### config.mk
export PLATFORM = sky130hd
export DESIGN_NAME = seg_scan_scheduler
export DESIGN_NICKNAME = d
export VERILOG_FILES = /design/src/rtl/seg_scan_scheduler.sv
export SDC_FILE = /design/constraint.sdc
export NUM_CORES = 1
export LEC_CHECK = 0
export ABC_AREA = 1
export CAP_MARGIN = 20
export CORE_MARGIN = 2
export CORE_UTILIZATION = 50
export CTS_BUF_LIST = sky130_fd_sc_hd__clkbuf_8 sky130_fd_sc_hd__clkbuf_16
export DETAILED_ROUTE_END_ITERATION = 12
export PLACE_DENSITY_LB_ADDON = 0.3
export SYNTH_ARGS = -nofsm -noshare
export SYNTH_HDL_FRONTEND = slang
export SYNTH_SLANG_ARGS = --single-unit
### constraint.sdc
create_clock -name i_clk -period 12.35 [get_ports i_clk]
set_clock_uncertainty 0.15 [all_clocks]
set_input_delay 2.47 -clock i_clk [delete_from_list [all_inputs] [get_ports i_clk]]
set_output_delay 2.47 -clock i_clk [all_outputs]
set_load 0.05 [all_outputs]
### src/rtl/seg_scan_scheduler.sv
// Eight-digit seven-segment scan scheduler: double-buffered frames, per-slot blanking and PWM brightness.
// Optional leading-zero blanking is enabled by defining SEG_LZB_EN.
module seg_scan_scheduler #(
  parameter int unsigned TICK_DIV     = 1000,
  parameter int unsigned BLANK_CYCLES = 50,
  parameter int unsigned NUM_DIGITS   = 8
) (
  input  logic                    i_clk,
  input  logic                    i_rst,
  input  logic [4*NUM_DIGITS-1:0] i_frame_digits,
  input  logic [NUM_DIGITS-1:0]   i_frame_dots,
  input  logic                    i_frame_valid,
  output logic                    o_frame_ready,
  input  logic [3:0]              i_brightness,
  output logic [3:0]              o_digit,
  output logic                    o_dot,
  output logic [2:0]              o_digit_sel,
  output logic                    o_digit_on,
  output logic                    o_frame_done
);

  localparam int unsigned DW         = 4 * NUM_DIGITS;
  localparam int unsigned CNT_W      = $clog2(TICK_DIV);
  localparam int unsigned ACTIVE_LEN = TICK_DIV - BLANK_CYCLES;
  localparam logic [CNT_W-1:0] SLOT_LAST  = CNT_W'(TICK_DIV - 1);
  localparam logic [CNT_W-1:0] BLANK_LAST = CNT_W'(BLANK_CYCLES - 1);
  localparam logic [2:0]       SEL_LAST   = 3'(NUM_DIGITS - 1);

  typedef enum logic [1:0] {IDLE, BLANK, ON, DARK} state_t;

  state_t            state, next_state;
  logic [CNT_W-1:0]  cnt;
  logic [CNT_W-1:0]  on_len;
  logic [CNT_W-1:0]  on_last;
  logic [2:0]        sel, next_sel;
  logic [DW-1:0]     active_digits, shadow_digits, next_digits;
  logic [NUM_DIGITS-1:0] active_dots, shadow_dots, next_dots;
  logic              shadow_full, next_shadow_full;
  logic              xfer, load_idle, slot_end, wrap, promote;
  logic [31:0]       digit_pad;
  logic [7:0]        dot_pad;
  logic [7:0]        next_mask;
  logic              next_on;

  // Lit window length for a brightness code: (active part of slot) * (b+1) / 16.
  function automatic logic [CNT_W-1:0] calc_on_len(input logic [3:0] b);
    return CNT_W'((ACTIVE_LEN * (32'(b) + 32'd1)) >> 4);
  endfunction

`ifdef SEG_LZB_EN
  logic [7:0] mask;

  // Mask the run of blank (zero nibble, no dot) digits from the top; digit 0 always lights.
  function automatic logic [7:0] lzb_mask(input logic [DW-1:0] d, input logic [NUM_DIGITS-1:0] p);
    logic [7:0] m;
    logic       stop;
    m    = '0;
    stop = 1'b0;
    for (int k = int'(NUM_DIGITS) - 1; k >= 1; k--) begin
      if (!stop && d[4*k +: 4] == 4'd0 && !p[k]) m[k] = 1'b1;
      else stop = 1'b1;
    end
    return m;
  endfunction
`endif

  // Next-state, buffer and output selection.
  always_comb begin
    xfer             = i_frame_valid & o_frame_ready;
    load_idle        = (state == IDLE) && xfer;
    slot_end         = (state != IDLE) && (cnt == SLOT_LAST);
    wrap             = slot_end && (sel == SEL_LAST);
    promote          = wrap && shadow_full;
    on_last          = BLANK_LAST + on_len;
    next_state       = state;
    next_sel         = sel;
    next_digits      = active_digits;
    next_dots        = active_dots;
    next_shadow_full = shadow_full;
    next_mask        = '0;

    if (load_idle) begin
      next_digits = i_frame_digits;
      next_dots   = i_frame_dots;
    end else if (promote) begin
      next_digits = shadow_digits;
      next_dots   = shadow_dots;
    end

    if (load_idle) next_sel = 3'd0;
    else if (slot_end) next_sel = wrap ? 3'd0 : sel + 3'd1;

    if (promote) next_shadow_full = 1'b0;
    else if (xfer && state != IDLE) next_shadow_full = 1'b1;

    case (state)
      IDLE:    if (load_idle) next_state = BLANK;
      BLANK:   if (cnt == BLANK_LAST) next_state = ON;
      ON:      if (slot_end) next_state = BLANK;
               else if (cnt == on_last) next_state = DARK;
      DARK:    if (slot_end) next_state = BLANK;
      default: next_state = IDLE;
    endcase

`ifdef SEG_LZB_EN
    next_mask = (load_idle || promote) ? lzb_mask(next_digits, next_dots) : mask;
`endif

    digit_pad = 32'(next_digits);
    dot_pad   = 8'(next_dots);
    next_on   = (next_state == ON) && !next_mask[next_sel];
  end

  // State, counters, buffers and registered outputs.
  always_ff @(posedge i_clk) begin
    if (i_rst) begin
      state         <= IDLE;
      cnt           <= '0;
      on_len        <= '0;
      sel           <= 3'd0;
      active_digits <= '0;
      active_dots   <= '0;
      shadow_digits <= '0;
      shadow_dots   <= '0;
      shadow_full   <= 1'b0;
      o_frame_ready <= 1'b1;
      o_digit       <= 4'd0;
      o_dot         <= 1'b0;
      o_digit_sel   <= 3'd0;
      o_digit_on    <= 1'b0;
      o_frame_done  <= 1'b0;
`ifdef SEG_LZB_EN
      mask          <= '0;
`endif
    end else begin
      state         <= next_state;
      sel           <= next_sel;
      active_digits <= next_digits;
      active_dots   <= next_dots;
      shadow_full   <= next_shadow_full;
      if (load_idle || slot_end) begin
        cnt    <= '0;
        on_len <= calc_on_len(i_brightness);
      end else if (state != IDLE) begin
        cnt <= cnt + CNT_W'(1);
      end
      if (xfer && state != IDLE) begin
        shadow_digits <= i_frame_digits;
        shadow_dots   <= i_frame_dots;
      end
      o_frame_ready <= !next_shadow_full;
      o_digit       <= digit_pad[{next_sel, 2'b00} +: 4];
      o_dot         <= dot_pad[next_sel];
      o_digit_sel   <= next_sel;
      o_digit_on    <= next_on;
      o_frame_done  <= wrap;
`ifdef SEG_LZB_EN
      mask          <= next_mask;
`endif
    end
  end

endmodule

==> results of run 1 <==
-- worst max-delay path, cell delays in order --
cell and delay (ns):
clkdlybuf4s50_1 0.53, ha_1 0.27, nand2_1 0.07, inv_1 0.04
nor2_1 0.28, ha_1 0.32, fa_1 0.51, inv_1 0.06
fa_1 0.53, inv_1 0.04, ha_1 0.36, nand2_1 0.07
nor3_1 0.13, nand2_1 0.07, nand3_1 0.09, nand2_1 0.08
a21oi_1 0.16, nor2_1 0.06, nand2_1 0.05, nand3_1 0.07
nand2_1 0.06, inv_1 0.03
-- worst max-delay path by stage --
stage,depth (start not counted),startpoint,end
floorplan,21,i_brightness[0],on_len[8]
global placement,22,i_brightness[0],on_len[8]
detailed placement,22,i_brightness[0],on_len[8]
CTS,22,i_brightness[0],on_len[8]
global route,22,i_brightness[0],on_len[8]
finish,22,i_brightness[0],on_len[8]
-- cell families (layout without fill, tap and decap cells) --
logic type,count (synthesis),count (layout),share of synthesized area
AO/OA/AOI/OAI,149,149,0.123
buffers and inverters,183,231,0.112
XOR/XNOR,18,18,0.0268
adder cells (fa/ha/maj),34,34,0.0735
flip-flops,114,114,0.356
AND/OR/NAND/NOR,445,445,0.308
-- sequential cells by signal, summed over array words and instances (netlist names), 2 cells and up --
name / cells
active_digits: 32
active_dots: 8
cnt: 10
o_digit: 4
on_len: 10
sel: 3
shadow_digits: 32
shadow_dots: 8
state: 2
-- cell usage in the layout (no fill, tap or decap), types with 3 or more instances in the layout --
cell type | Yosys | layout
nand2_1 | 195 | 195
nand3_1 | 145 | 145
inv_1 | 130 | 133
dfxtp_1 | 114 | 114
a21oi_1 | 84 | 84
nor2_1 | 66 | 66
clkdlybuf4s50_1 | 0 | 56
o21ai_0 | 51 | 51
ha_1 | 28 | 28
clkbuf_16 | 0 | 17
xor2_1 | 13 | 13
nand3b_1 | 10 | 10
nor3_1 | 10 | 10
nand4_1 | 8 | 8
inv_2 | 6 | 6
fa_1 | 6 | 6
buf_4 | 4 | 5
xnor2_1 | 4 | 4
o22ai_1 | 4 | 4
nor2_4 | 3 | 3
nor4_1 | 3 | 3
bufinv_16 | 0 | 3
clkinv_2 | 0 | 3
clkbuf_8 | 0 | 3
-- synth_stat cells (all sizes together) --
cell and number:
buf 22, xnor2 4, o211ai 2, dfxtp 114, a31oi 2, a32oi 1
a21o 1, clkbuf 24, a22o 1, nand3 146, xor2 13, or2 2
nor2 70, o21ai 51, nand3b 10, a21oi 84, nand4 8, fa 6
a31o 1, ha 28, o21bai 1, nor3 10, a22oi 1, xnor3 1
inv 136, o22ai 4, nor4 3, clkinv 1, nand2 196
-- layer usage --
metal,global-route usage,part of all wire
met1,0.332,0.46
met2,0.364,0.45
met3,0.0489,0.064
met4,0.0886,0.021
met5,0,0
-- final cells by class --
class	instances	area share
multi-input combinational	646	0.446
sequential	114	0.299
timing repair buffer	62	0.0791
inverter	137	0.0675
clock buffer	20	0.0612
tap	172	0.0282
clock inverter	12	0.0184
-- per-stage QoR --
stage	hold WS (ns)	instance area, µm²	worst slack, ns	utilization	std cells
finish	0.301	7620	6.16	0.607	1163
CTS	0.304	7620	6.17	0.607	1163
global placement	0.290	7020	5.83	0.558	1131
floorplan	0.279	6400	6.60	-	943
global route	0.317	7620	5.83	0.607	1163
detailed placement	0.292	7020	5.75	0.558	1131
-- power breakdown --
part | total [mW] | switching (mW) | internal [mW] | leakage [nW]
Clock | 0.501 | 0.172 | 0.330 | 0.306
Combinational | 0.245 | 0.144 | 0.101 | 2.22
Sequential | 0.412 | 0.0177 | 0.394 | 0.932
Total | 1.16 | 0.333 | 0.824 | 3.45
==> metrics.csv, run 1 <==
metric;value;unit
hold_path_class;flip-flop to flip-flop;
seqCellArea;2280;µm²
ctsResizeCount;0;
p_leak;3.45;nW
worstHoldStart;shadow_digits[20];
rsz0062_at_grt;false;
drive_above_1_share;0.0525;
htree_levels;4;
core_area;12600;µm²
grt_usage;0.238;
wl_per_cell;13.4;µm
grt_pass1_vias;5426;
antenna_cells;0;
clk_latency;0.42;ns
cp-start-kind;input pin;
gp_congestion;0.883;
finalCritPeriodShare;0.501;
synth_seq_area_share;0.356;
dieWidth;117;µm
r2r_start;state[0];
fp.dieH;117;µm
rr_worst_depth;12;
antenna_found_initial;0;
endpoint_kind;flip-flop;
area_delta_synth_final;19.1;%
min_period;6.19;ns
clock-sinks;114;
critPathMaxFanout;6;
avgSynthCellArea;6.79;µm²
yosysTopAreaCellShare;0.356;
nets;1059;
dp.final_hpwl;10.5;mm
routed_wl;15.6;mm
power.total;1.16;mW
cts_hold_repair.buffers;0;
hold_path_end;shadow_digits[20];
drt_iter0_markers;463;
ant_nets;0;
slew_violations;0;
grt_pass1_wl;25.7;mm
firstDrtPassIters;5;
synth_top_cell_by_area;dfxtp_1;
crit_type;input pin to flip-flop;
port-buffer-count;57;
n_fill_cell;1143;
clkTransAtPathRegs;0.05;ns
cp.required;12.52;ns
vias;6036;
cts_buffers;17;
routed_via_density;5.19;
worstMarginPinSlew;1.08;ns
ys_ff_latch;114;
cts_tree;done;
grt_max_degree;51;
regToRegSetupSlack;8.44;ns
relSlewSlack;0.282;
start_util;0.509;
status;complete, no violations;
r2r_end;o_digit[3];
ys.warnings.count;0;
ir_drop;95.6;µV
clock_path_buffers;2;
io_pins;58;
drc;0;
setup_tns;0;ns
cts_root_buf;clkbuf_16;
min_path_cells;2;
multi_input_area;3400;µm²
synth_area_leaders;dfxtp_1 36%, nand2_1 11%, nand3_1 11%;
die_area;13700;µm²
num_rows;41;
setup_viol;0;
hold_viol;0;
fmax;0.162;GHz
synth_fp_nets;1024;
synth.distinct_cells;37;
synth_area;6400;µm²
maxCapViolCount;0;
syn_inst;943;
grt.overflow.total;0;
cp.arrival;6.36;ns
power_density;152;nW/µm²
cts_setup_buffers;0;
Note: power is estimated with default switching activity, not from simulation.
==> run 2: changes to the inputs <==
Clock period 12.35 ns to 5.83 ns, I/O delays scaled along.
==> metrics.csv, run 2 (synthesis results as in run 1) <==
metric;value;unit;change
rr_worst_depth;12;;unchanged
multi_input_area;3400;µm²;unchanged
htree_levels;4;;unchanged
nets;1061;;was 1,059
io_pins;58;;unchanged
min_period;4.89;ns;
cpMaxStageDelayCell;clkdlybuf4s50_1;;unchanged
core_area;12600;µm²;unchanged
crit_top_cell;nand2_1;;unchanged
p_leak;3.46;nW;was 3.45 nW
r2r_end;o_digit[2];;was o_digit[3]
cts_tree;done;;unchanged
cp.required;6.00;ns;was 12.52 ns
startpoint;i_brightness[0];;unchanged
ir_drop;201;µV;was 95.6 µV
fp.dieH;117;µm;unchanged
antenna_cells;0;;unchanged
ctsResizeCount;0;;unchanged
grt.overflow.total;0;;unchanged
endpoint_kind;flip-flop;;unchanged
cts_buffers;17;;unchanged
cts_hold_repair.buffers;0;;unchanged
hold_path_class;flip-flop to flip-flop;;unchanged
r2r_start;state[0];;unchanged
drive_above_1_share;0.0534;;was 0.0525
slowest_delay;0.53;ns;about the same
die_area;13700;µm²;unchanged
n_fill_cell;1199;;was 1,143
dpl.cell_count;1133;;was 1,131
cp-start-kind;input pin;;unchanged
final_cells;1165;;was 1,163
clock-sinks;114;;unchanged
antenna_found_initial;0;;unchanged
cp.arrival;5.06;ns;was 6.36 ns
clock_path_buffers;2;;unchanged
path_cells;clkdlybuf4s50_1, ha_1, nand2_1, inv_1, nor2_1, ha_1, fa_1, inv_1, fa_1, inv_1, ha_1, nand2_1, nor3_1, nand2_1, nand3_1, nand2_1, a21oi_1, nor2_1, nand2_1, nand3_1, nand2_1, inv_1;;unchanged
power_density;319;nW/µm²;was 152 nW/µm²
grt_max_degree;71;;was 51
crit_family;adder cells;;unchanged
setup_viol;0;;unchanged
post-place-ws;0.517;ns;was 5.75 ns
fmax;0.204;GHz;
maxCapViolCount;0;;unchanged
relSlewSlack;0.298;;was 0.282
rsz0062_at_grt;false;;unchanged
clkTransAtPathRegs;0.05;ns;about the same
whs;0.301;ns;about the same
power.total;2.43;mW;was 1.16 mW
grt_usage;0.237;;was 0.238
drt_iter0_markers;430;;was 463
dp.final_hpwl;10.3;mm;was 10.5 mm
start_util;0.509;;unchanged
mostFrequentLayoutCell;nand2_1;;unchanged
ant_nets;0;;unchanged
num_rows;41;;unchanged
crit_type;input pin to flip-flop;;unchanged
seqCellArea;2280;µm²;unchanged
drc;0;;unchanged
gp_congestion;0.844;;was 0.883
dieWidth;117;µm;unchanged
cts_setup_buffers;0;;unchanged
cp-endpoint;on_len[8];;unchanged
grt_pass1_wl;25.6;mm;was 25.7 mm
grt_pass1_vias;5367;;was 5,426
setup_tns;0;ns;unchanged
final.setup.worst_slack;0.936;ns;was 6.16 ns
worstMarginPinSlew;1.05;ns;was 1.08 ns
vias;6026;;was 6,036
regToRegSetupSlack;2.93;ns;was 8.44 ns
routed_wl;15.7;mm;was 15.6 mm
wl_per_cell;13.4;µm;about the same
hold_viol;0;;unchanged
routed_via_density;5.17;;was 5.19
port-buffer-count;57;;unchanged
area_delta_synth_final;19.2;%;was 19.1%
critPathMaxFanout;6;;unchanged
largestRegisters;active_digits: 32 flops, shadow_digits: 32 flops;;unchanged
crit_buf_inv;5;;unchanged
firstDrtPassIters;6;;was 5
finalCritPeriodShare;0.839;;
cp.depth;22;;unchanged
slew_violations;0;;unchanged
status;complete, no violations;;unchanged
layout_common_cells;195 x nand2_1, 145 x nand3_1, 134 x inv_1, 114 x dfxtp_1, 84 x a21oi_1;;was 195 x nand2_1, 145 x nand3_1, 133 x inv_1, 114 x dfxtp_1, 84 x a21oi_1
clk_latency;0.42;ns;about the same
cts_root_buf;clkbuf_16;;unchanged
## run 2: worst register-to-register path, delay by kind of cell (launching register included)
kind,cells,cell delay [ns]
buffers and inverters,4,1.35
AND/OR/NAND/NOR,7,0.65
flip-flops,1,0.42
AO/OA/AOI/OAI,1,0.21
## run 2: power breakdown
part           total (mW)  switching (mW)  internal (mW)
registers           0.872          0.0367          0.835
logic               0.519           0.306          0.213
clock network        1.04           0.357          0.685
## run 2: layer usage
metal | wire [µm] | global-route usage
met5 | 0 | 0
met4 | 296 | 0.0878
met3 | 860 | 0.0427
met2 | 7240 | 0.371
met1 | 7260 | 0.328
## run 2: layout make-up
| type | count | share of cell area |
|---|---|---|
| clock buffer | 19 | 0.0594 |
| sequential | 114 | 0.299 |
| clock inverter | 13 | 0.0190 |
| tap | 172 | 0.0282 |
| multi-input combinational | 646 | 0.446 |
| timing repair buffer | 64 | 0.0810 |
| inverter | 137 | 0.0674 |
## run 2: how the worst min path moves through the flow
stage                     slack [ns]               from                end  cells past startpoint
after floorplan                 0.28  shadow_digits[14]  shadow_digits[14]                      2
after global placement          0.29   shadow_digits[9]   shadow_digits[9]                      2
after detailed placement        0.29     shadow_dots[1]     shadow_dots[1]                      2
after CTS                       0.30     shadow_dots[1]     shadow_dots[1]                      2
after global routing            0.32     shadow_dots[7]     shadow_dots[7]                      2
final                           0.30     shadow_dots[1]     shadow_dots[1]                      2
## run 2: stage by stage
stage,area [µm²],utilization
2_1_floorplan,6400,-
3_3_place_gp,7030,0.559
3_5_place_dp,7030,0.559
4_1_cts,7630,0.607
5_1_grt,7630,0.607
6_report,7630,0.607
==> run 3: changes to the inputs <==
Clock period 5.83 ns to 4.9 ns, I/O delays scaled along.
==> metrics.csv, run 3 (synthesis results as in run 1) <==
metric;value;unit;change
clkPwrFrac;0.424;;was 0.428
share_comb_of_total_power;0.218;;was 0.213
slew_violations;0;;unchanged
dp.final_hpwl;10.5;mm;was 10.3 mm
hold_path_class;flip-flop to flip-flop;;unchanged
worstMarginPinSlew;1.08;ns;was 1.05 ns
layout_common_cells;195 x nand2_1, 145 x nand3_1, 130 x inv_1, 114 x dfxtp_1, 84 x a21oi_1;;was 195 x nand2_1, 145 x nand3_1, 134 x inv_1, 114 x dfxtp_1, 84 x a21oi_1
fmax;0.223;GHz;
mostFrequentLayoutCell;nand2_1;;unchanged
rsz0062_at_grt;false;;unchanged
cts_setup_buffers;0;;unchanged
crit_type;input pin to flip-flop;;unchanged
relSlewSlack;0.281;;was 0.298
core_area;12600;µm²;unchanged
firstDrtPassIters;6;;unchanged
slowest_delay;0.52;ns;was 0.53 ns
cp.required;5.06;ns;was 6.00 ns
power_density;378;nW/µm²;was 319 nW/µm²
final_cells;1168;;was 1,165
ant_nets;0;;unchanged
nets;1064;;was 1,061
antenna_cells;0;;unchanged
htree_levels;4;;unchanged
critPathMaxFanout;6;;unchanged
area_delta_synth_final;19.4;%;was 19.2%
die_area;13700;µm²;unchanged
drt_iter0_markers;398;;was 430
crit_top_cell;nand2_1;;unchanged
endpoint_kind;flip-flop;;unchanged
wl_per_cell;13.5;µm;was 13.4 µm
cp-start-kind;input pin;;unchanged
grt_max_degree;50;;was 71
grt_usage;0.238;;was 0.237
p_sw_frac;0.301;;was 0.288
n_fill_cell;1169;;was 1,199
clock_path_buffers;2;;unchanged
largestRegisters;active_digits: 32 flops, shadow_digits: 32 flops;;unchanged
cts_tree;done;;unchanged
cts_root_buf;clkbuf_16;;unchanged
cts_hold_repair.buffers;0;;unchanged
p_sw;871;µW;was 700 µW
clock-sinks;114;;unchanged
vias;5999;;was 6,026
port-buffer-count;57;;unchanged
dpl.cell_count;1136;;was 1,133
setup_viol;0;;unchanged
ir_drop;177;µV;was 201 µV
seqCellArea;2280;µm²;unchanged
num_rows;41;;unchanged
p_leak;3.46;nW;about the same
antenna_found_initial;0;;unchanged
gp_congestion;0.850;;was 0.844
drive_above_1_share;0.0602;;was 0.0534
hold_viol;0;;unchanged
final.setup.worst_slack;0.421;ns;was 0.936 ns
maxCapViolCount;0;;unchanged
routed_wl;15.7;mm;about the same
post-place-ws;0.0285;ns;was 0.517 ns
multi_input_area;3400;µm²;unchanged
dieWidth;117;µm;unchanged
grt.overflow.total;0;;unchanged
clkTransAtPathRegs;0.06;ns;was 0.05 ns
fp.dieH;117;µm;unchanged
finalCritPeriodShare;0.914;;
crit_buf_inv;6;;was 5
crit_family;adder cells;;unchanged
min_period;4.48;ns;
ctsResizeCount;0;;unchanged
path_cells;clkdlybuf4s50_1, ha_1, nand2_1, inv_1, nand2_1, inv_1, ha_1, fa_1, inv_1, fa_1, inv_1, ha_1, nand2_1, nor3_1, nand2_1, nand3_1, nand2_1, a21oi_1, nor2_1, nand2_1, nand3_1, nand2_1, inv_1;;was clkdlybuf4s50_1, ha_1, nand2_1, inv_1, nor2_1, ha_1, fa_1, inv_1, fa_1, inv_1, ha_1, nand2_1, nor3_1, nand2_1, nand3_1, nand2_1, a21oi_1, nor2_1, nand2_1, nand3_1, nand2_1, inv_1
grt_pass1_wl;25.8;mm;was 25.6 mm
cp.arrival;4.64;ns;was 5.06 ns
start_util;0.509;;unchanged
clk_latency;0.41;ns;was 0.42 ns
cts_buffers;17;;unchanged
io_pins;58;;unchanged
cpMaxStageDelayCell;fa_1;;was clkdlybuf4s50_1
setup_tns;0;ns;unchanged
p_int;2.02;mW;was 1.73 mW
drc;0;;unchanged
seqPwrFrac;0.357;;was 0.358
grt_pass1_vias;5457;;was 5,367
routed_via_density;5.14;;was 5.17
status;complete, no violations;;unchanged
[run 3: changes by cell type in the layout (fill, tap and decap cells not counted), moves of 2 or more]
cell,delta
buf_4,+3
clkinvlp_4,+2
inv_6,+4
inv_1,-4
[run 3: area by class of cell]
| cell class | instances | share of cell area |
|---|---|---|
| well taps | 172 | 0.0281 |
| inverters | 137 | 0.0672 |
| clock inverters | 14 | 0.0201 |
| clock buffers | 18 | 0.0574 |
| multi-input cells | 646 | 0.445 |
| repair buffers | 67 | 0.0838 |
| flip-flops and latches | 114 | 0.298 |
[run 3: worst register-to-register path, delay by kind of cell, from the launching register on]
kind | cells | cell delay [ns]
DFF | 1 | 0.41
adders and majority gates | 1 | 0.24
buffers and inverters | 2 | 0.54
AOI/OAI and AO/OA | 1 | 0.88
and+or+nand+nor | 7 | 0.95
[run 3: routing by layer]
| metal | up-vias | part of all wire | GRT usage |
|---|---|---|---|
| met5 | - | 0 | 0 |
| li1 | 3150 | - | - |
| met4 | 0 | 0.016 | 0.0792 |
| met2 | 192 | 0.47 | 0.383 |
| met3 | 26 | 0.056 | 0.0402 |
| met1 | 2631 | 0.46 | 0.327 |
[run 3: power groups by stage]
stage               logic [mW]  registers [mW]  clock network (mW)
CTS                      0.631            1.03                1.24
floorplan                0.463            1.05                   0
global route             0.723            1.04                1.28
finish                   0.631            1.03                1.23
global placement         0.612            1.05                   0
detailed placement       0.622            1.05                   0
[run 3: metrics by stage]
step	util	cell area, µm²	hold slack [ns]	power, mW
floorplan	-	6400	0.279	1.51
global placement	0.561	7050	0.289	1.66
detailed placement	0.561	7050	0.294	1.67
CTS	0.608	7650	0.302	2.90
global route	0.608	7650	0.314	3.04
finish	0.608	7650	0.302	2.89
[run 3: final timing paths]
path / to / cells past startpoint / slack, ns / start
worst min register to register: shadow_digits[22] / 2 / 0.30 / shadow_digits[22]
worst max register to register: o_digit[2] / 11 / 1.67 / cnt[1]
worst min-delay path: shadow_digits[22] / 2 / 0.30 / shadow_digits[22]
worst max-delay path: on_len[8] / 23 / 0.42 / i_brightness[1]
